## config.mk

```make
export PLATFORM = sky130hd
export DESIGN_NAME = i2c_bit_ctrl
export DESIGN_NICKNAME = d
export VERILOG_FILES = /design/src/rtl/i2c_bit_ctrl.sv
export SDC_FILE = /design/constraint.sdc
export NUM_CORES = 1
export LEC_CHECK = 0
export ABC_AREA = 1
export CAP_MARGIN = 0
export CORE_MARGIN = 8
export CORE_UTILIZATION = 30
export CTS_CLUSTER_SIZE = 16
export DETAILED_ROUTE_END_ITERATION = 10
export PLACE_DENSITY = 0.56
export SYNTH_ARGS = -nofsm -noshare
export SYNTH_HDL_FRONTEND = slang
export SYNTH_SLANG_ARGS = --single-unit
```

## constraint.sdc

```tcl
create_clock -name CLK -period 1.7 [get_ports CLK]
set_input_delay 0.255 -clock CLK [delete_from_list [all_inputs] [get_ports CLK]]
set_output_delay 0.255 -clock CLK [all_outputs]
set_load 0.02 [all_outputs]
```

## src/rtl/i2c_bit_ctrl.sv

```systemverilog
// I2C bit sequencer: runs one START/STOP/WRITE/READ command through four
// quarter-bit phases, with SCL stretch handling and arbitration-loss abort.
module i2c_bit_ctrl #(
  parameter int QUARTER = 31
) (
  input  logic       CLK,
  input  logic       rst,
  input  logic       cmd_valid,
  output logic       cmd_ready,
  input  logic [1:0] cmd,
  input  logic       cmd_din,
  output logic       done,
  output logic       dout,
  output logic       arb_lost,
  output logic       busy,
  input  logic       scl_i,
  input  logic       sda_i,
  output logic       scl_oe,
  output logic       sda_oe
);
  localparam int CW = (QUARTER > 1) ? $clog2(QUARTER) : 1;
  localparam logic [CW-1:0] LAST = CW'(QUARTER - 1);

  localparam logic [1:0] C_START = 2'b00;
  localparam logic [1:0] C_STOP  = 2'b01;
  localparam logic [1:0] C_WRITE = 2'b10;
  localparam logic [1:0] C_READ  = 2'b11;

  typedef enum logic [2:0] {IDLE, PH_A, PH_B, PH_C, PH_D} state_t;

  state_t        state, state_n;
  logic [CW-1:0] cnt, cnt_n;
  logic [1:0]    cmd_q;
  logic          din_q;
  logic          scl_n, sda_n, done_n, arb_n, dout_n;
  logic          stretch, arb, advance;

  // {scl pull-low, sda pull-low} for a command in a given phase
  function automatic logic [1:0] levels(input logic [1:0] c, input logic d, input state_t ph);
    logic scl_l, sda_l;
    scl_l = 1'b0;
    sda_l = 1'b0;
    case (c)
      C_START: begin
        scl_l = (ph == PH_D);
        sda_l = (ph == PH_C) || (ph == PH_D);
      end
      C_STOP: begin
        scl_l = (ph == PH_A);
        sda_l = (ph != PH_D);
      end
      C_WRITE: begin
        scl_l = (ph == PH_A) || (ph == PH_D);
        sda_l = ~d;
      end
      default: begin
        scl_l = (ph == PH_A) || (ph == PH_D);
        sda_l = 1'b0;
      end
    endcase
    return {scl_l, sda_l};
  endfunction

  always_ff @(posedge CLK) begin
    if (rst) begin
      state    <= IDLE;
      cnt      <= '0;
      cmd_q    <= 2'b00;
      din_q    <= 1'b0;
      scl_oe   <= 1'b0;
      sda_oe   <= 1'b0;
      done     <= 1'b0;
      arb_lost <= 1'b0;
      dout     <= 1'b0;
    end else begin
      state    <= state_n;
      cnt      <= cnt_n;
      scl_oe   <= scl_n;
      sda_oe   <= sda_n;
      done     <= done_n;
      arb_lost <= arb_n;
      dout     <= dout_n;
      if (state == IDLE && cmd_valid) begin
        cmd_q <= cmd;
        din_q <= cmd_din;
      end
    end
  end

  // Stretch only counts while we release SCL and someone else holds it low
  always_comb begin
    stretch = (state == PH_B) && !scl_i && !scl_oe;
    arb     = (cmd_q == C_WRITE) && din_q && (state == PH_B || state == PH_C)
              && !stretch && !sda_i;
    advance = (state != IDLE) && !stretch && !arb && (cnt == LAST);
    state_n = state;
    cnt_n   = cnt;
    case (state)
      IDLE: begin
        cnt_n = '0;
        if (cmd_valid) state_n = PH_A;
      end
      default: begin
        if (arb) begin
          state_n = IDLE;
          cnt_n   = '0;
        end else if (!stretch) begin
          if (cnt == LAST) begin
            cnt_n = '0;
            case (state)
              PH_A:    state_n = PH_B;
              PH_B:    state_n = PH_C;
              PH_C:    state_n = PH_D;
              default: state_n = IDLE;
            endcase
          end else begin
            cnt_n = cnt + CW'(1);
          end
        end
      end
    endcase
  end

  always_comb begin
    scl_n  = scl_oe;
    sda_n  = sda_oe;
    done_n = 1'b0;
    arb_n  = 1'b0;
    dout_n = dout;
    if (state == IDLE) begin
      if (cmd_valid) {scl_n, sda_n} = levels(cmd, cmd_din, PH_A);
    end else if (arb) begin
      scl_n = 1'b0;
      sda_n = 1'b0;
      arb_n = 1'b1;
    end else if (advance) begin
      if (state == PH_D) done_n = 1'b1;
      else {scl_n, sda_n} = levels(cmd_q, din_q, state_n);
      if (state == PH_C && cmd_q == C_READ) dout_n = sda_i;
    end
  end

  assign busy      = (state != IDLE);
  assign cmd_ready = (state == IDLE);
endmodule

```

# Word level (Yosys, flattened, before mapping)
# Cells that the tools add are included.
# W data, S select, Z words.
dict set report totals {
  regBits 16
  latch_bits 0
  ramBits 0
  mem_bits_ro 0
  inputBits 8
  memories 0
}
dict set report op_classes {
  n_addsub 1
  n_mul 0
  div 0
  magnitude_cmp 0
  n_eq_ne 16
  shifts 0
  muxes 23
  bitwise 5
  reduce_logical 29
}
# op n
set op_table {}
lappend op_table {{$mux W3} 5}
lappend op_table {{$mux W1} 13}
lappend op_table {{$logic_and A1 B1 Y1} 11}
lappend op_table {{$eq A3 B2 Y1 const B} 3}
lappend op_table {{$pmux W3 S3} 1}
lappend op_table {{$eq A2 B2 Y1 const B} 3}
lappend op_table {{$eq A3 B1 Y1 const B} 2}
lappend op_table {{$eq A3 B3 Y1 const B} 2}
lappend op_table {{$ne A3 B3 Y1 const B} 2}
lappend op_table {{$reduce_bool A3 Y1} 2}
lappend op_table {{$add A5 B1 Y5 const B} 1}
lappend op_table {{$eq A5 B5 Y1 const B} 1}
lappend op_table {{$logic_not A1 Y1} 5}
lappend op_table {{$mux W5} 1}
lappend op_table {{$not A1 Y1} 5}
lappend op_table {{$eq A2 B1 Y1 const B} 2}
lappend op_table {{$logic_not A2 Y1} 2}
lappend op_table {{$pmux W1 S2} 2}
lappend op_table {{$reduce_and A4 Y1} 1}
lappend op_table {{$reduce_or A4 Y1} 1}
lappend op_table {{$logic_not A3 Y1} 1}
lappend op_table {{$logic_or A1 B1 Y1} 3}
lappend op_table {{$pmux W1 S3} 1}
lappend op_table {{$reduce_and A3 Y1} 1}
lappend op_table {{3 further kinds} 3}

# Logic depth before layout (Yosys ltp)
# Gate-level depths: netlist of the first run.
dict set report logic_depth {
  ltp_word 15
  mapped_depth 16
}

# Worst setup path after synthesis of the first run
# No wires, ideal clock.
dict set report synth_path {
  path_type {reg-to-reg}
  startpoint {register cnt[0]}
  endpoint {register sda_oe}
  t_arrival_ns 1.405
  t_required_ns 1.581
  path_slack_ns 0.177
  path_stages_with_launch 16
  synth_period_minus_slack_ns 1.523
  path_cell_list {dfxtp_1 > inv_1 > ha_1 > nand2_1 > nor2_2 > inv_2 > nand2_1 > nand2_1 > nand2_2 > nand2_2 > nor2_1 > nor2_1 > nor2_1 > nand2_1 > nand2_1 > a21oi_2}
}
dict set report synth_via {
  elab_chain_len 12
  elab_cells_between_ends 17
  cone_classes {4 x eq/ne; 9 x mux; 4 x reduce/logical}
}
# element line
set synth_rtl {}
lappend synth_rtl {{start: declaration} 32} ;# logic [CW-1:0] cnt, cnt_n;
lappend synth_rtl {{start signal: assignment} 77} ;# cnt <= cnt_n;
lappend synth_rtl {{$eq A5 B5 Y1 (*)} {95, 108}}
lappend synth_rtl {{$mux W3} 108} ;# if (cnt == LAST) begin
lappend synth_rtl {{$mux W3} 107} ;# end else if (!stretch) begin
lappend synth_rtl {{$mux W3} 104} ;# if (arb) begin
lappend synth_rtl {{$mux W3} 98} ;# case (state)
lappend synth_rtl {{$eq A3 B2 Y1 / $eq A3 B3 Y1 (equally long branches)} 46} ;# sda_l = (ph == PH_C) || (ph == PH_D);
lappend synth_rtl {{$logic_or A1 B1 Y1} 46}
lappend synth_rtl {{$pmux W1 S3} 43} ;# case (c)
lappend synth_rtl {{$mux W1} 137} ;# if (state == PH_D) done_n = 1'b1;
lappend synth_rtl {{$mux W1} 136} ;# end else if (advance) begin
lappend synth_rtl {{$mux W1} 132} ;# end else if (arb) begin
lappend synth_rtl {{$mux W1} 130} ;# if (state == IDLE) begin
lappend synth_rtl {{end signal: assignment} 79} ;# sda_oe <= sda_n;
lappend synth_rtl {{end: declaration} 19} ;# output logic sda_oe
# Every way passes the cells marked *; elsewhere a longest branch is shown, timed or not. The select of a mux whose other input is x is not followed.
# A chain may end at the register's enable or synchronous reset.

# Worst setup path after layout of the first run
dict set report layout_path {
  startpoint {register state[0]}
  endpoint {output port cmd_ready}
}
dict set report layout_via {
  elab_chain_len 1
}
# element line
set layout_rtl {}
lappend layout_rtl {{start: declaration} 31} ;# state_t state, state_n;
lappend layout_rtl {{start signal: assignment} 76} ;# state <= state_n;
lappend layout_rtl {{$logic_not A3 Y1} 144} ;# assign cmd_ready = (state == IDLE);
lappend layout_rtl {{end: declaration} 9} ;# output logic cmd_ready,
# No other way between the ends.

==> results.sh, run 1 <==
export IMPL_top_layer="met4"
export IMPL_yosysWarningCount=0
export IMPL_cts_hold_buf=0
export IMPL_syn_inst=140
export IMPL_yosysMostFrequentCell="nand2_1"
export IMPL_status="finished clean"
export IMPL_num_nets_final=194
export IMPL_fmax_ghz=0.613
export IMPL_r2r_end="sda_oe"
export IMPL_hold_viol_final=0
export IMPL_ys_top_cells_by_area="dfxtp_1 34%, nand2_1 11%, nor2_1 7.9%"
export IMPL_seqCellArea_sq_um=327
export IMPL_antenna_found_initial=0
export IMPL_vias_per_cell=4.35
export IMPL_area_growth_pct=45.0
export IMPL_intPower_mw=0.560
export IMPL_clock_path_buffers=2
export IMPL_wl_met1_um=1060
export IMPL_crit_fanout=7
export IMPL_ant_nets=0
export IMPL_synth_top_cell_by_area="dfxtp_1"
export IMPL_synth_ff_type="dfxtp_1"
export IMPL_min_period_ps=1630
export IMPL_comb_power_share_pct=23.4
export IMPL_num_vias=970
export IMPL_ir_drop_uv=349
export IMPL_antenna_cells=0
export IMPL_ff2ff_setup_slack_ps=100
export IMPL_grt_overflow_total=0
export IMPL_end_kind="output port"
export IMPL_core_area_sq_um=3030
export IMPL_fin_area_sq_um=1380
export IMPL_holdPathStages=1
export IMPL_die_w_um=72.4
export IMPL_grt_usage_pct=9.67
export IMPL_min_delay_start="dout"
export IMPL_finalMaxSlewViolations=0
export IMPL_dp_slack_ps=-186
export IMPL_crit_required_ps=1440
export IMPL_setup_viol=0
export IMPL_worstSetupStartpointType="register"
export IMPL_syn_num_nets=153
export IMPL_wl_um=2350
export IMPL_wl_per_cell_um=10.6
export IMPL_grt_pass1_vias=957
export IMPL_start_util_pct=31.5
export IMPL_worst_slew_pin_slew_ps=247
export IMPL_grt_pass1_wl_um=4020
export IMPL_worstSetupPathType="register to output port"
export IMPL_leakagePower_nw=0.610
export IMPL_num_io_pins=15
export IMPL_pwr_share_clk_pct=24.8
export IMPL_netlist_top_cells_count="28 x nand2_1, 20 x nor2_1, 16 x dfxtp_1, 13 x inv_1, 9 x a21oi_1"
export IMPL_fin_ws_ps=68.6
export IMPL_die_h_um=72.4
export IMPL_die_area_sq_um=5240
export IMPL_ys_types=23
export IMPL_htreeDepth=1
export IMPL_hold_end="dout"
export IMPL_pwr_density_cell_nw_per_um2=566
export IMPL_rsz0062_at_grt="true"
export IMPL_synth_avg_cell_area_sq_um=6.81
export IMPL_cap_violations=0
export IMPL_worstRegToRegCells=15
export IMPL_fin_skew_ps=1.57
export IMPL_syn_area_sq_um=953
export IMPL_synth_top_area_share_pct=33.6
export IMPL_drtPass1Iterations=4
export IMPL_cts_sinks=16
export IMPL_cts_root_buffer_cell="clkbuf_4"
export IMPL_rows=20
export IMPL_seqPwrFrac_pct=51.8
export IMPL_numCtsBuffers=3
export IMPL_ys_seq_area_share_pct=33.6
export IMPL_synth_seq_cells=16
export IMPL_r2r_start="cnt[0]"
export IMPL_cts_tree="done"
export IMPL_drc=0
export IMPL_post_route_util_pct=45.7
export IMPL_cts_clk_slew_worst_paths_ps=80
export IMPL_slew_headroom_pct=83.4
export IMPL_io_buffers=14
export IMPL_arrival_ps=1380
export IMPL_drive_gt1_share_pct=33.0
export IMPL_wl_met2_um=1180
export IMPL_clk_latency_ps=280
export IMPL_grt_max_degree=9
export IMPL_p_switching_mw=0.223
export IMPL_min_period_over_period_pct=96.0
export IMPL_multiInputGateArea_sq_um=601
export IMPL_place_area_sq_um=1290
export IMPL_async_flop_share_pct=0
export IMPL_synth_edf_count=0
export IMPL_power_switching_share_pct=28.5
export IMPL_fillers=317
export IMPL_p_total_mw=0.783
export IMPL_gp_congestion=0.927
export IMPL_hp_class="register to register"
export IMPL_met3_length_um=87
export IMPL_first_iter_violations=23
export IMPL_hpwlAfterDp_um=1890
==> power by group through the flow <==
stage          registers, mW  clock network [mW]  logic (mW)
5_1_grt                0.408               0.226       0.202
6_report               0.406               0.194       0.183
2_1_floorplan          0.418                   0      0.0877
3_5_place_dp           0.413                   0       0.179
3_3_place_gp           0.413                   0       0.176
4_1_cts                0.405               0.206       0.177
==> final cells by class <==
class | count | share of cell area (%)
Multi-Input combinational cell | 104 | 43.4
Clock buffer | 3 | 1.63
Sequential cell | 16 | 23.6
Inverter | 20 | 5.43
Tap cell | 44 | 3.98
Timing Repair Buffer | 36 | 21.9
==> cells by family after synthesis <==
group                    count (synthesis)  share of synthesized area [%]
AO/OA/AOI/OAI                           23                           13.4
XOR/XNOR                                 1                          0.919
buffers and inverters                   20                           7.87
flip-flops                              16                           33.6
AND/OR/NAND/NOR                         75                           37.7
adder cells (fa/ha/maj)                  5                           6.56
==> per-layer routing <==
metal / up-vias / track usage, %
li1: 526 / -
met1: 427 / 10.9
met2: 13 / 16.5
met3: 4 / 3.58
met4: 0 / 2.67
met5: - / 0
==> worst max-delay path, stage by stage (launching register included) <==
cell and delay, ps:
dfxtp_2 360, nor2_2 180, nand2_4 100, inv_1 100, dlygate4sd2_1 350
==> sequential cells by signal, summed over array words and instances, names as in the netlist <==
| register | flops |
|---|---|
| arb_lost | 1 |
| cmd_q | 2 |
| cnt | 5 |
| din_q | 1 |
| done | 1 |
| dout | 1 |
| scl_oe | 1 |
| sda_oe | 1 |
| state | 3 |
==> layout by cell type (no fill, tap or decap), types with 6 or more instances in the layout <==
master and instances:
inv_1 12, clkdlybuf4s50_1 12, a21oi_1 9, nand2_2 8, dfxtp_1 11, inv_2 8
buf_4 22, nor2_1 20, nand2_1 24, nand3_1 6
==> worst max path at each step <==
stage / end / depth (start not counted) / startpoint / slack, ps
2_1_floorplan: sda_oe / 15 / cnt[0] / 180
3_3_place_gp: sda_oe / 11 / scl_i / -170
3_5_place_dp: scl_oe / 11 / scl_i / -190
4_1_cts: scl_oe / 14 / cnt[0] / 30
5_1_grt: sda_oe / 16 / cnt[0] / -40
6_report: cmd_ready / 4 / state[0] / 70
==> through the flow <==
step           cells  TNS, ps  hold slack (ps)
5_1_grt          223    -96.0              516
3_3_place_gp     217     -477              456
6_report         223        0              478
2_1_floorplan    140        0              327
4_1_cts          220        0              487
3_5_place_dp     217     -570              460
==> what timing repair did <==
action,CTS,global route
resized for setup,3,15
setup endpoints to repair,4,5
pin swaps,0,5
setup buffers,0,3
Power figures use the tool's default switching activity.
==> run 2: changes to the inputs <==
CTS_BUF_LIST = sky130_fd_sc_hd__clkbuf_8   (was unset)
==> run 2 against run 1 <==
Total power grew 10%. Hold slack lost 6.4 ps. Combinational power is essentially flat. Critical endpoint unchanged. Sequential power is essentially flat. Final cell count is the same. Register-to-register slack is essentially flat. Critical path type unchanged. Clock skew is essentially flat. Sequential cell count is the same. Design area grew 0.90%. Non-clock buffer count is the same. Maximum frequency grew 1.7%.
==> results.sh, run 2 (synthesis results as in run 1) <==
export IMPL_status="finished clean"
export IMPL_hpwlAfterDp_um=1890
export IMPL_die_area_sq_um=5240
export IMPL_core_area_sq_um=3030
export IMPL_num_io_pins=15
export IMPL_antenna_found_initial=0
export IMPL_fin_area_sq_um=1400
export IMPL_grt_busiest_layer="met2"
export IMPL_worstSetupStartpointType="register"
export IMPL_grt_pass1_vias=943
export IMPL_wl_per_cell_um=10.2
export IMPL_place_area_sq_um=1290
export IMPL_crit_required_ps=1440
export IMPL_worstSetupPathType="register to output port"
export IMPL_setup_viol=0
export IMPL_min_period_ps=1600
export IMPL_hold_viol_final=0
export IMPL_tns_ps=0
export IMPL_htreeDepth=1
export IMPL_first_iter_violations=26
export IMPL_cap_violations=0
export IMPL_dp_slack_ps=-186
export IMPL_cts_root_buffer_cell="clkbuf_8"
export IMPL_drtPass1Iterations=4
export IMPL_num_nets_final=194
export IMPL_post_route_util_pct=46.1
export IMPL_leakagePower_nw=0.617
export IMPL_drc=0
export IMPL_hp_class="register to register"
export IMPL_ant_nets=0
export IMPL_reg_top3="cnt: 5 flops, state: 3 flops, cmd_q: 2 flops"
export IMPL_grt_max_degree=9
export IMPL_cts_clk_slew_worst_paths_ps=60
export IMPL_final_common_cell="nand2_1"
export IMPL_cts_sinks=16
export IMPL_grt_usage_pct=9.70
export IMPL_pwr_density_cell_nw_per_um2=620
export IMPL_rsz0062_at_grt="true"
export IMPL_die_h_um=72.4
export IMPL_fin_ws_ps=96.2
export IMPL_die_w_um=72.4
export IMPL_grt_pass1_wl_um=3980
export IMPL_end_kind="output port"
export IMPL_cts_hold_buf=0
export IMPL_largest_register="cnt"
export IMPL_io_buffers=14
export IMPL_ir_drop_uv=402
export IMPL_r2r_end="sda_oe"
export IMPL_hold_end="dout"
export IMPL_area_growth_pct=46.3
export IMPL_grtUsageMet3_pct=3.58
export IMPL_numCtsBuffers=3
export IMPL_antenna_cells=0
export IMPL_wl_um=2280
export IMPL_cts_tree="done"
export IMPL_grt_overflow_total=0
export IMPL_path_cells="nor2_2, nand2_4, inv_1, dlygate4sd2_1"
export IMPL_worstRegToRegCells=15
export IMPL_rows=20
export IMPL_holdPathStages=1
export IMPL_r2r_start="cnt[0]"
export IMPL_fin_skew_ps=1.16
export IMPL_largest_reg_flops=5
export IMPL_clock_path_buffers=2
export IMPL_slowest_stage="dfxtp_1"
export IMPL_finalMaxSlewViolations=0
export IMPL_min_period_over_period_pct=94.3
export IMPL_final_cells=223
export IMPL_slew_headroom_pct=83.6
export IMPL_arrival_ps=1350
export IMPL_fmax_ghz=0.624
export IMPL_gp_congestion=0.927
export IMPL_worst_slew_pin_slew_ps=244
export IMPL_crit_path_max_incr_delay_ps=370
export IMPL_vias_per_cell=4.33
export IMPL_min_delay_start="dout"
export IMPL_crit_fanout=7
export IMPL_final_cell_mix="24 x nand2_1, 22 x buf_4, 19 x nor2_1"
export IMPL_drive_gt1_share_pct=33.0
export IMPL_place_inst=217
export IMPL_start_util_pct=31.5
export IMPL_clk_latency_ps=250
export IMPL_ff2ff_setup_slack_ps=100
export IMPL_use_met1_pct=10.9
export IMPL_use_met2_pct=16.3
export IMPL_num_vias=965
-- run 2: metal layers --
metal | routed length, um | vias to the layer above | share of wire [%]
met1 | 1100 | 427 | 48
met4 | 12 | 0 | 0.53
li1 | - | 524 | -
met2 | 1110 | 12 | 49
met3 | 67 | 2 | 2.9
met5 | 0 | - | 0
-- run 2: critical path: cells and delay by family (launching register included) --
family / cells / cell delay (ps)
AND/OR/NAND/NOR: 2 / 290
flip-flops: 1 / 370
buffers and inverters: 2 / 440
-- run 2: worst max-delay path by stage --
stage	start	to	slack, ps	depth (start not counted)
global placement	scl_i	sda_oe	-170	11
global route	cnt[0]	sda_oe	-50	16
finish	state[0]	cmd_ready	100	4
CTS	cnt[0]	scl_oe	40	14
detailed placement	scl_i	scl_oe	-190	11
floorplan	cnt[0]	sda_oe	180	15
-- run 2: report_power, final --
group | switching [mW] | internal [mW] | total, mW
combinational | 0.0959 | 0.0876 | 0.183
clock | 0.117 | 0.157 | 0.274
sequential | 0.0150 | 0.392 | 0.407
-- run 2: area by class of cell --
cell class	count	area [sq um]
Clock buffer	3	41.3
Fill cell	318	1630
Inverter	20	75.1
Multi-Input combinational cell	104	597
Sequential cell	16	324
Tap cell	44	55.1
Timing Repair Buffer	36	303
-- run 2: through the flow --
stage / total power [mW] / hold slack [ps]
after floorplan: 0.506 / 327
after global placement: 0.589 / 456
after detailed placement: 0.593 / 460
after CTS: 0.873 / 479
after global routing: 0.918 / 507
final: 0.864 / 472
-- run 2: repair_timing --
item | CTS | global route
pin swaps | 0 | 6
gates resized for setup | 3 | 13
buffers inserted | 0 | 3
setup endpoints to repair | 4 | 4
